==> src/rtl/pc_sequencer.sv <==
// pc_sequencer: drives the fetch PC into IF, with stall, branch flush bubble, halt and wrap
module pc_sequencer #(
  parameter logic [31:0] RESET_PC = 32'd0,
  parameter logic [31:0] PC_LIMIT = 32'd255,
  parameter int          CNT_W    = 16
) (
  input  logic             CLOCK,
  input  logic             RESET_N,
  input  logic             START,
  input  logic             STALL,
  input  logic             BRANCH_TAKEN,
  input  logic [31:0]      BRANCH_TARGET,
  input  logic             HALT_REQ,
  input  logic [31:0]      PC_M1,
  output logic [31:0]      PC,
  output logic             PC_VALID,
  output logic             HALTED,
  output logic [CNT_W-1:0] FETCH_COUNT
);
  typedef enum logic [1:0] {IDLE, RUN, FLUSH, HALT} state_t;
  state_t state, state_nx;
  logic [31:0] pc_nx;
  logic adv;
  logic inc;
  assign inc = adv && (FETCH_COUNT != {CNT_W{1'b1}});
  // next state, next PC and advance strobe; branch beats stall, halt beats both
  always_comb begin
    state_nx = state;
    pc_nx = PC;
    adv = 1'b0;
    case (state)
      IDLE: if (START) begin
        state_nx = RUN;
        pc_nx = RESET_PC;
      end
      RUN: if (HALT_REQ) state_nx = HALT;
      else if (BRANCH_TAKEN) begin
        state_nx = FLUSH;
        pc_nx = BRANCH_TARGET;
        adv = 1'b1;
      end else if (!STALL) begin
        pc_nx = (PC_M1 > PC_LIMIT) ? RESET_PC : PC_M1;
        adv = 1'b1;
      end
      FLUSH: state_nx = HALT_REQ ? HALT : RUN;
      HALT: if (START) begin
        state_nx = RUN;
        pc_nx = RESET_PC;
      end
      default: state_nx = IDLE;
    endcase
  end
  // state and registered outputs; valid/halted are flopped from the next state
  always_ff @(posedge CLOCK or negedge RESET_N) begin
    if (!RESET_N) begin
      state <= IDLE;
      PC <= RESET_PC;
      PC_VALID <= 1'b0;
      HALTED <= 1'b0;
      FETCH_COUNT <= '0;
    end else begin
      state <= state_nx;
      PC <= pc_nx;
      PC_VALID <= state_nx == RUN;
      HALTED <= state_nx == HALT;
      FETCH_COUNT <= FETCH_COUNT + {{(CNT_W-1){1'b0}}, inc};
    end
  end
endmodule

==> config.mk <==
export PLATFORM = sky130hd
export DESIGN_NAME = pc_sequencer
export DESIGN_NICKNAME = d
export VERILOG_FILES = /design/src/rtl/pc_sequencer.sv
export SDC_FILE = /design/constraint.sdc
export NUM_CORES = 1
export LEC_CHECK = 0
export CAP_MARGIN = 25
export CORE_UTILIZATION = 28
export CTS_BUF_LIST = sky130_fd_sc_hd__clkbuf_8
export CTS_CLUSTER_SIZE = 14
export DETAILED_ROUTE_END_ITERATION = 12
export SLEW_MARGIN = 10
export SYNTH_ARGS = -nofsm -noshare
export SYNTH_HDL_FRONTEND = slang
export SYNTH_SLANG_ARGS = --single-unit
==> constraint.sdc <==
create_clock -name CLOCK -period 2 [get_ports CLOCK]
set_input_delay 0.4 -clock CLOCK [delete_from_list [all_inputs] [get_ports CLOCK]]
set_output_delay 0.4 -clock CLOCK [all_outputs]
set_load 0.01 [all_outputs]
==> Implementation_results.wiki <==
{| class="wikitable"
! Metric !! Value
|-
| Run status || finished, final reports clean
|-
| FF-to-FF setup slack || 0.02 ns
|-
| Count of endpoints failing hold in the final timing report || 0
|-
| Number of ports placed on the die boundary || 120
|-
| Post-layout minimum cycle time || 1.98 ns
|-
| Met3 usage in global routing || 0.0372
|-
| Slew @ Worst Pin || 0.325 ns
|-
| Leading post-synthesis cells by cell area || sky130_fd_sc_hd__dfrtp_1 (55%), sky130_fd_sc_hd__o21ai_0 (11%), sky130_fd_sc_hd__nand2_1 (5.4%), sky130_fd_sc_hd__xnor2_1 (4.1%), sky130_fd_sc_hd__a221o_1 (3.4%)
|-
| Area growth, synth to finish || 75.4%
|-
| Xor and xnor fraction of the mapped netlist area || 0.0521
|-
| Clock net sink count || 52
|-
| Worst Path Required || 2.24 ns
|-
| Reg2Reg Launch Point || FETCH_COUNT[10]
|-
| Post-placement cell area || 3870 um2
|-
| First-pass iteration count of the detailed router || 4
|-
| Post-route DRC || 0
|-
| Setup Total Neg Slack || 0 ns
|-
| Ratio of cells with drive above 1 in the final layout || 0.184
|-
| Final setup fails || 0
|-
| Final period util || 0.992
|-
| Critical Path Start || FETCH_COUNT[10]
|-
| Chip width || 93.7 um
|-
| Post-Synthesis Net Count || 304
|-
| Main combinational cell family by area after synthesis || simple AND/OR/NAND/NOR gates
|-
| Core Rows || 33
|-
| Arrival time worst endpoint || 2.22 ns
|-
| Worst-path clk slew || 0.10 ns
|-
| Share of synthesized cell area in full adder, half adder and majority cells || 0.0266
|-
| Share of synthesized registers carrying an async set or reset || 1.00
|-
| Headroom to the max-slew limit || 0.781
|-
| Cell with the most instances after synthesis || sky130_fd_sc_hd__dfrtp_1
|-
| Antenna violations before repair || 0
|-
| Die Footprint || 8780 um2
|-
| Cell types with the highest counts after synthesis || sky130_fd_sc_hd__dfrtp_1 (52), sky130_fd_sc_hd__o21ai_0 (51), sky130_fd_sc_hd__nand2_1 (34)
|-
| Power density normalized to cell area || 1250 nW/um2
|-
| Fmax || 0.504 GHz
|-
| Worst Skew || 0.0109 ns
|-
| Maximum level of the CTS H-tree || 2
|-
| Sequential standard cell area || 1300 um2
|-
| Maximum number of pins on one net before global-route repair || 33
|-
| Synth area leader || sky130_fd_sc_hd__dfrtp_1
|-
| Fraction of the mapped netlist area in simple logic gates || 0.175
|-
| Number of global-route vias before repair || 2302
|-
| Worst Path Class, Setup || flop to flop
|-
| Source-to-sink clock delay at the later pin of the worst-skew pair || 0.31 ns
|-
| Share of synthesized area occupied by flip-flops and latches || 0.553
|-
| Share of the synthesized area in compound gates (AO/OA/AOI/OAI) || 0.158
|-
| Total global routing track utilization || 0.164
|-
| Number of unique standard cell types used by synthesis || 31
|-
| Flop and latch count out of synthesis || 52
|-
| Total of buffers placed on input and output ports || 119
|-
| Post-layout utilization of the core || 0.505
|-
| Global-route layer with the greatest usage || met2
|-
| Multi-input combinational cell area || 1090 um2
|-
| Routed WL per cell || 14.8 um
|-
| Number of inserted diodes || 0
|-
| Sum of internal, switching and leakage power || 0.00517 W
|-
| End of the worst register-to-register path || FETCH_COUNT[10]
|-
| Post-synth top flop || sky130_fd_sc_hd__dfrtp_1
|-
| Fill cell instance count of the final layout || 765
|-
| Met1 global-route usage || 0.204
|-
| Vertical die dimension || 93.7 um
|-
| Count of flip-flops with a built-in enable after synthesis || 0
|-
| Initial cell density of the core || 0.288
|-
| Area fraction of the dominant cell type after synthesis || 0.553
|-
| Final number of max-transition violations || 0
|-
| Vias per std cell || 4.70
|-
| Post-Route Hold Slack || 0.482 ns
|-
| Leak || 1.75 nW
|-
| Met2 global-route usage || 0.279
|-
| Post-synth design cell area || 2350 um2
|-
| Avg Inst Size Synth || 10.3 um2
|-
| First DRT Iteration DRCs || 78
|-
| Via count || 2262
|-
| Mux cell area share after synthesis || 0
|-
| Core Footprint || 8180 um2
|-
| Total number of nets in the final design || 450
|-
| Worst-path maximum fanout || 3
|-
| Count of synthesis-stage warnings from yosys || 0
|-
| Synthesized instance count || 229
|-
| Kind of capture point of the worst setup path || flop
|-
| Maximum vdd ir drop || 0.466 mV
|-
| Detailed-placement wirelength estimate || 5.23 mm
|-
| Buffer levels on the longest clock path || 2
|-
| Number of buffers added by the clock tree synthesis step || 5
|-
| Residual antenna-violating net count after detailed routing || 0
|-
| Routability Congestion || 0.741
|-
| Clock tree from TritonCTS || done
|-
| CP endpoint || FETCH_COUNT[10]
|-
| Number of maximum-capacitance constraint violations || 0
|-
| First-pass GRT wire length || 11.2 mm
|-
| Detailed-route wire length || 7.10 mm
|-
| Hold Path Class || input pin to async pin
|-
| Setup repair after global routing missed its margin || yes
|-
| Length in cells of the worst reg-to-reg path || 9
|-
| Remaining global-route overflow || 0
|-
| Finished Cell Area || 4130 um2
|-
| Type of element launching the critical path || flop
|-
| Root buffer cell || sky130_fd_sc_hd__clkbuf_8
|}
-- worst max-delay path: stages (launching register included) --
cell and delay (ns):
sky130_fd_sc_hd__dfrtp_1 0.39, sky130_fd_sc_hd__and4_1 0.21, sky130_fd_sc_hd__and3_2 0.25, sky130_fd_sc_hd__a31oi_4 0.16, sky130_fd_sc_hd__ha_4 0.18, sky130_fd_sc_hd__ha_4 0.15, sky130_fd_sc_hd__nand3_4 0.08, sky130_fd_sc_hd__or2_4 0.26
sky130_fd_sc_hd__nor2_4 0.08, sky130_fd_sc_hd__xor2_1 0.15
-- cell type report --
cell class	instances	area share
timing repair buffer	151	0.351
sequential	52	0.315
multi-input combinational	161	0.265
tap	105	0.0318
clock buffer	5	0.0167
clock inverter	3	0.0167
inverter	4	0.00364
-- report_power, final --
part	internal [W]	switching, W	total, W
sequential	0.00142	0.000198	0.00162
clock	0.000504	0.000363	0.000867
combinational	0.00135	0.00133	0.00269
total	0.00328	0.00189	0.00517
-- stage by stage --
stage	std cells	setup WS [ns]
detailed placement	469	-0.397
finish	481	0.0153
CTS	481	0.00748
global route	481	-0.0591
global placement	469	-0.285
floorplan	229	-0.0514
-- worst min-delay path by stage --
stage | start | endpoint | cells after the start
2_1_floorplan | RESET_N | FETCH_COUNT[0] | 0
3_3_place_gp | RESET_N | PC[2] | 1
3_5_place_dp | RESET_N | PC[2] | 1
4_1_cts | RESET_N | PC[7] | 2
5_1_grt | RESET_N | PC[4] | 2
6_report | RESET_N | PC[7] | 2
-- sequential cells by signal (all words and copies together) (netlist names) --
signal	cells
PC_VALID	1
PC	32
state	2
FETCH_COUNT	16
HALTED	1
-- what timing repair did --
item,CTS,global route
pin swaps,4,2
cloned,0,0
hold buffers,1,0
resized for setup,9,16
hold endpoints to repair,7,0
setup buffers,3,0
endpoints found under the setup margin,32,30
-- cell usage in the layout (no fill, tap or decap), types with 5 or more instances in the layout --
| cell type | n |
|---|---|
| sky130_fd_sc_hd__nand2_1 | 33 |
| sky130_fd_sc_hd__dfrtp_1 | 51 |
| sky130_fd_sc_hd__o21ai_0 | 45 |
| sky130_fd_sc_hd__nand4_1 | 5 |
| sky130_fd_sc_hd__and3_2 | 7 |
| sky130_fd_sc_hd__a221o_1 | 8 |
| sky130_fd_sc_hd__buf_4 | 28 |
| sky130_fd_sc_hd__o21ai_1 | 5 |
| sky130_fd_sc_hd__xnor2_1 | 11 |
| sky130_fd_sc_hd__clkdlybuf4s50_1 | 118 |
| sky130_fd_sc_hd__clkbuf_8 | 5 |
-- per-layer routing --
layer | part of all wire | up-vias
met5 | 0 | -
met3 | 0.056 | 11
met2 | 0.50 | 69
met1 | 0.43 | 1088
met4 | 0.016 | 0
li1 | - | 1094
-- cell families after synthesis --
logic type	Yosys count
fa+ha+maj	5
compound gates	63
simple gates	79
flops	52
xor+xnor	14
buf+inv	16
Note: power is estimated with default switching activity, not from simulation.
